**src/rtl/master_tx.sv**
```systemverilog
// master_tx: burst traffic generator emitting an incrementing data pattern.
// Latency: first beat valid one cycle after an accepted start; done one cycle after the final beat.
// Backpressure: valid/data hold until ready; valid never depends combinationally on ready.
//
// Ports:
//   clk, rst_n        - single rising-edge clock, asynchronous active-low reset
//   start             - one-cycle transfer request, honoured only while idle
//   seed              - first data value of the transfer (sampled with start)
//   burst_len         - beats per burst, 0 encodes 2^LEN_W (sampled with start)
//   num_bursts        - bursts per transfer, 0 encodes 2^LEN_W (sampled with start)
//   gap_len           - idle cycles between bursts, 0 means none (sampled with start)
//   ready             - sink acceptance; a beat moves on valid && ready
//   valid, data       - registered beat presentation
//   busy              - high whenever the block is not idle
//   done              - one-cycle pulse after the last beat is accepted
//   stall_cnt         - present only with MASTER_TX_STALL_CNT_EN: saturating count of
//                       valid && !ready cycles, cleared on reset and accepted start
module master_tx #(
  parameter int DATA_W = 4,
  parameter int LEN_W  = 4
) (
  input  logic              clk,
  input  logic              rst_n,
  input  logic              start,
  input  logic [DATA_W-1:0] seed,
  input  logic [LEN_W-1:0]  burst_len,
  input  logic [LEN_W-1:0]  num_bursts,
  input  logic [LEN_W-1:0]  gap_len,
  input  logic              ready,
  output logic              valid,
  output logic [DATA_W-1:0] data,
  output logic              busy,
  output logic              done
`ifdef MASTER_TX_STALL_CNT_EN
  ,
  output logic [15:0]       stall_cnt
`endif
);

  typedef enum logic [1:0] {
    IDLE = 2'd0,
    SEND = 2'd1,
    GAP  = 2'd2
  } state_t;

  localparam logic [LEN_W:0]    CNT_ONE  = (LEN_W+1)'(1);
  localparam logic [LEN_W-1:0]  GAP_ONE  = LEN_W'(1);
  localparam logic [DATA_W-1:0] DATA_ONE = DATA_W'(1);
  // A zero length field stands for the full 2^LEN_W count.
  localparam logic [LEN_W:0]    LEN_MAX  = {1'b1, {LEN_W{1'b0}}};

  state_t            state, state_nxt;
  logic              valid_nxt, busy_nxt, done_nxt;
  logic [DATA_W-1:0] data_nxt;

  // Counters are one bit wider than the length fields so 2^LEN_W is exact.
  logic [LEN_W:0]    beat_cnt, beat_nxt;
  logic [LEN_W:0]    burst_cnt, burst_nxt;
  logic [LEN_W-1:0]  gap_cnt, gap_cnt_nxt;

  logic [LEN_W:0]    blen_q, blen_nxt;
  logic [LEN_W:0]    nbur_q, nbur_nxt;
  logic [LEN_W-1:0]  gap_q, gap_nxt;

  always_ff @(posedge clk or negedge rst_n) begin
    if (!rst_n) begin
      state     <= IDLE;
      valid     <= 1'b0;
      data      <= '0;
      busy      <= 1'b0;
      done      <= 1'b0;
      beat_cnt  <= '0;
      burst_cnt <= '0;
      gap_cnt   <= '0;
      blen_q    <= '0;
      nbur_q    <= '0;
      gap_q     <= '0;
    end else begin
      state     <= state_nxt;
      valid     <= valid_nxt;
      data      <= data_nxt;
      busy      <= busy_nxt;
      done      <= done_nxt;
      beat_cnt  <= beat_nxt;
      burst_cnt <= burst_nxt;
      gap_cnt   <= gap_cnt_nxt;
      blen_q    <= blen_nxt;
      nbur_q    <= nbur_nxt;
      gap_q     <= gap_nxt;
    end
  end

  always_comb begin
    state_nxt   = state;
    valid_nxt   = valid;
    data_nxt    = data;
    done_nxt    = 1'b0;
    beat_nxt    = beat_cnt;
    burst_nxt   = burst_cnt;
    gap_cnt_nxt = gap_cnt;
    blen_nxt    = blen_q;
    nbur_nxt    = nbur_q;
    gap_nxt     = gap_q;

    case (state)
      IDLE: begin
        if (start) begin
          blen_nxt    = (burst_len == '0)  ? LEN_MAX : {1'b0, burst_len};
          nbur_nxt    = (num_bursts == '0) ? LEN_MAX : {1'b0, num_bursts};
          gap_nxt     = gap_len;
          beat_nxt    = '0;
          burst_nxt   = '0;
          gap_cnt_nxt = '0;
          data_nxt    = seed;
          valid_nxt   = 1'b1;
          state_nxt   = SEND;
        end
      end

      SEND: begin
        if (valid && ready) begin
          // The pattern keeps counting across burst boundaries.
          data_nxt = data + DATA_ONE;
          if (beat_cnt + CNT_ONE == blen_q) begin
            beat_nxt = '0;
            if (burst_cnt + CNT_ONE == nbur_q) begin
              burst_nxt = '0;
              valid_nxt = 1'b0;
              done_nxt  = 1'b1;
              state_nxt = IDLE;
            end else begin
              burst_nxt = burst_cnt + CNT_ONE;
              if (gap_q != '0) begin
                valid_nxt   = 1'b0;
                gap_cnt_nxt = '0;
                state_nxt   = GAP;
              end
            end
          end else begin
            beat_nxt = beat_cnt + CNT_ONE;
          end
        end
      end

      GAP: begin
        // valid is low for exactly gap_q cycles, then the next burst starts.
        if (gap_cnt + GAP_ONE == gap_q) begin
          gap_cnt_nxt = '0;
          valid_nxt   = 1'b1;
          state_nxt   = SEND;
        end else begin
          gap_cnt_nxt = gap_cnt + GAP_ONE;
        end
      end

      default: begin
        valid_nxt = 1'b0;
        state_nxt = IDLE;
      end
    endcase

    busy_nxt = (state_nxt != IDLE);
  end

`ifdef MASTER_TX_STALL_CNT_EN
  always_ff @(posedge clk or negedge rst_n) begin
    if (!rst_n) begin
      stall_cnt <= '0;
    end else if (state == IDLE && start) begin
      stall_cnt <= '0;
    end else if (valid && !ready && stall_cnt != 16'hFFFF) begin
      stall_cnt <= stall_cnt + 16'd1;
    end
  end
`endif

endmodule

```
**config.mk**
```make
export PLATFORM = sky130hd
export DESIGN_NAME = master_tx
export DESIGN_NICKNAME = d
export VERILOG_FILES = /design/src/rtl/master_tx.sv
export SDC_FILE = /design/constraint.sdc
export NUM_CORES = 1
export LEC_CHECK = 0
export BUFFER_PORTS_ARGS = -buffer_cell sky130_fd_sc_hd__buf_4
export CAP_MARGIN = 20
export CORE_MARGIN = 8
export CORE_UTILIZATION = 50
export CTS_BUF_LIST = sky130_fd_sc_hd__clkbuf_2 sky130_fd_sc_hd__clkbuf_4 sky130_fd_sc_hd__clkbuf_8
export DETAILED_ROUTE_END_ITERATION = 16
export PLACE_DENSITY = 0.71
export SLEW_MARGIN = 40
export SYNTH_ARGS = -nofsm -noshare
export SYNTH_HDL_FRONTEND = slang
export SYNTH_SLANG_ARGS = --single-unit
```
**constraint.sdc**
```tcl
create_clock -name clk -period 2.69 [get_ports clk]
set_input_delay 0.1345 -clock clk [delete_from_list [all_inputs] [get_ports clk]]
set_output_delay 0.1345 -clock clk [all_outputs]
set_load 0.01 [all_outputs]
```
==> metrics.txt <==
Yosys cell types=44; Routed WL per cell=15.9 microns; placed instance area=about 2300 sq um; Post-CTS Setup Inserts=0; Synth Warn #=0; Post-Route WL=approximately 4300 microns; clk sinks=37; Clock Skews=roughly 0.0044 ns; DRT Pass-1 Iters=4; final period utilization=0.805; leak pwr=1.03 nW; final count of negative-setup-slack endpoints=0; Slew Viols, Final=0; GRT Util Overall=0.142; EDFF count, synth=0; startpoint types=flop; WP buf/inv=0; Crit. End Element=flop; Highest Clock Rate=462 MHz; TritonCTS clock tree=built; crit-path max cell delay=0.43 ns; IO Port Bufs=26; most frequent CP cell=a211o_1; ys flop type=dfrtp_1; multi-input logic area=1050 sq um; min-delay worst type=primary input to flop; Starting Density=0.516; sequential fraction of the synthesis area=0.451; first-pass GRT wire length=between 7000 and 8000 microns; remaining global-route overflow=0; io pins=27; Post-Synthesis Cells=193; CP Class=flop to flop; Std-Cell Rows=23; clock tree buffer depth=2; DRC viols=0; asr flop ratio synth=1.00; die height=80.0 microns; Final Hold Viols=0; core area=~4000 sq um; Worst-Margin Slew=0.717 ns; top-area cell type share of the netlist area=0.451; Worst-Skew Late Latency=between 0.2 and 0.3 ns; H-tree Lvls=2; CTS Buf Count=5; delay-heaviest family, CP=compound AO/OA/AOI/OAI gates; # fillers=335; r2r setup slk=0.52 ns; P&R area growth vs syn=16.4%; Mapped Nets=217; slowest stage cell, crit path=dfrtp_1; status=finished, final reports clean; diode count=0; Die X=80.0 microns; clk slew on worst S/H paths=~0.070 ns; setup TNS=0 ns; synth cell count leaders=dfrtp_1 (37), nand2_1 (17), mux2_2 (13); most common cell in the netlist=dfrtp_1; initial antenna violation count=0; register area=926 sq um; Min Hold Slack=slightly below 0.08 ns; gp weighted congestion=0.865; HPWL after detailed placement=about 3300 microns; cell area after synthesis=2050 sq um; pin count of the biggest net entering global routing=38; Max Cap Violations=0; CTS root buffer=clkbuf_8; layout cells sized above 1=0.242; utilization after layout=0.601; vias per cell=5.75; Synth area leaders=dfrtp_1 (45%), mux2_2 (7.1%), xnor2_1 (4.3%); Worst EP arrival=2.30 ns; Critical Path Fanout Max=9; Synth Area per Inst=10.6 sq um; post-synth top area cell=dfrtp_1; PD cells=between 1000 and 1500 nW/um^2; post-layout min period=between 2 and 2.5 ns; Starting DRT DRC Count=around 160; register bit total from synthesis=37; relative slew slack=0.518; VDD IR max=0.512 mV; vias in the first global route=1545; Final ANT Viol Nets=0; vias=between 1.5k and 2k; post-route cell area=2390 sq um; final net count=247; total power=2.62 mW; WP data required=2.83 ns; cells along the critical path=ha_1 > xor2_1 > a211o_1 > a211o_1 > o31ai_4 > o2111ai_1; area of the die=around 6400 sq um; RSZ-0062 raised after global routing=false
worst register-to-register path, stage by stage, from the launching register on:
cell and delay (ns):
dfrtp_1 0.43, ha_1 0.34, xor2_1 0.15, a211o_1 0.29
a211o_1 0.39, o31ai_4 0.29, o2111ai_1 0.13
state kept, by name (all words and copies together), names as in the netlist:
register / count
data: 4
burst_cnt: 5
busy: 1
valid: 1
blen_q: 5
state: 2
beat_cnt: 5
gap_cnt: 4
done: 1
nbur_q: 5
gap_q: 4
per-stage QoR:
stage,std cells,setup slack (ns)
after floorplan,193,0.669
after global placement,265,0.584
after CTS,273,0.513
after global routing,273,0.397
after detailed placement,265,0.542
final,273,0.524
kinds of logic after synthesis:
| group | Yosys count | synth area share |
|---|---|---|
| buffers and inverters | 14 | 0.0342 |
| XOR/XNOR | 20 | 0.106 |
| flip-flops | 37 | 0.451 |
| multiplexers | 15 | 0.0811 |
| adder cells (fa/ha/maj) | 4 | 0.0244 |
| AND/OR/NAND/NOR | 60 | 0.154 |
| AO/OA/AOI/OAI | 43 | 0.148 |
timing repair:
item	CTS	global route
gates resized for setup	0	0
endpoints found under the hold margin	37	0
hold buffers	1	0
layout make-up:
| class | instances | share of cell area |
|---|---|---|
| inverters | 7 | 0.0110 |
| repair buffers | 30 | 0.0954 |
| clock buffers | 7 | 0.0377 |
| flip-flops and latches | 37 | 0.388 |
| multi-input cells | 142 | 0.442 |
| well taps | 50 | 0.0262 |
report_power, final:
group | switching, mW | leakage (nW) | total (mW) | internal, mW
Clock | 0.176 | 0.0477 | 0.389 | 0.213
Sequential | 0.233 | 0.454 | 1.01 | 0.775
Combinational | 0.639 | 0.530 | 1.22 | 0.582
routing by layer:
layer / vias up / part of all wire / global-route usage
li1: 762 / - / -
met1: 760 / 0.45 / 0.177
met2: 39 / 0.47 / 0.227
met3: 9 / 0.063 / 0.0394
met4: 0 / 0.017 / 0.0509
met5: - / 0 / 0
cells in the final DEF, fill, tap and decap left out, types with 2 or more instances in the layout:
cell,n
a211o_1,2
a21oi_1,10
a22o_1,2
a31oi_1,6
and3_1,2
buf_4,29
clkbuf_8,6
dfrtp_1,37
ha_1,4
inv_1,7
mux2_2,13
mux2i_1,2
nand2_1,17
nand3_1,12
nand4_1,2
nor2_1,7
nor2b_1,5
nor3_1,4
nor4_1,2
o21ai_0,8
o21ai_1,3
o22ai_1,4
or4_1,2
xnor2_1,10
xnor3_1,2
xor2_1,7
path summary, 6_finish.rpt:
check | start | end | depth (start not counted)
max | beat_cnt[0]$_DFFE_PN0P_ | busy$_DFF_PN0_ | 6
max in group asynchronous | rst_n | gap_cnt[3]$_DFFE_PN0P_ | 2
min in group asynchronous | rst_n | data[3]$_DFFE_PN0P_ | 2
min reg2reg | blen_q[4]$_DFFE_PN0P_ | blen_q[4]$_DFFE_PN0P_ | 2
max reg2reg | beat_cnt[0]$_DFFE_PN0P_ | busy$_DFF_PN0_ | 6
min | gap_len[2] | gap_q[2]$_DFFE_PN0P_ | 2
Note: power is estimated with default switching activity, not from simulation.
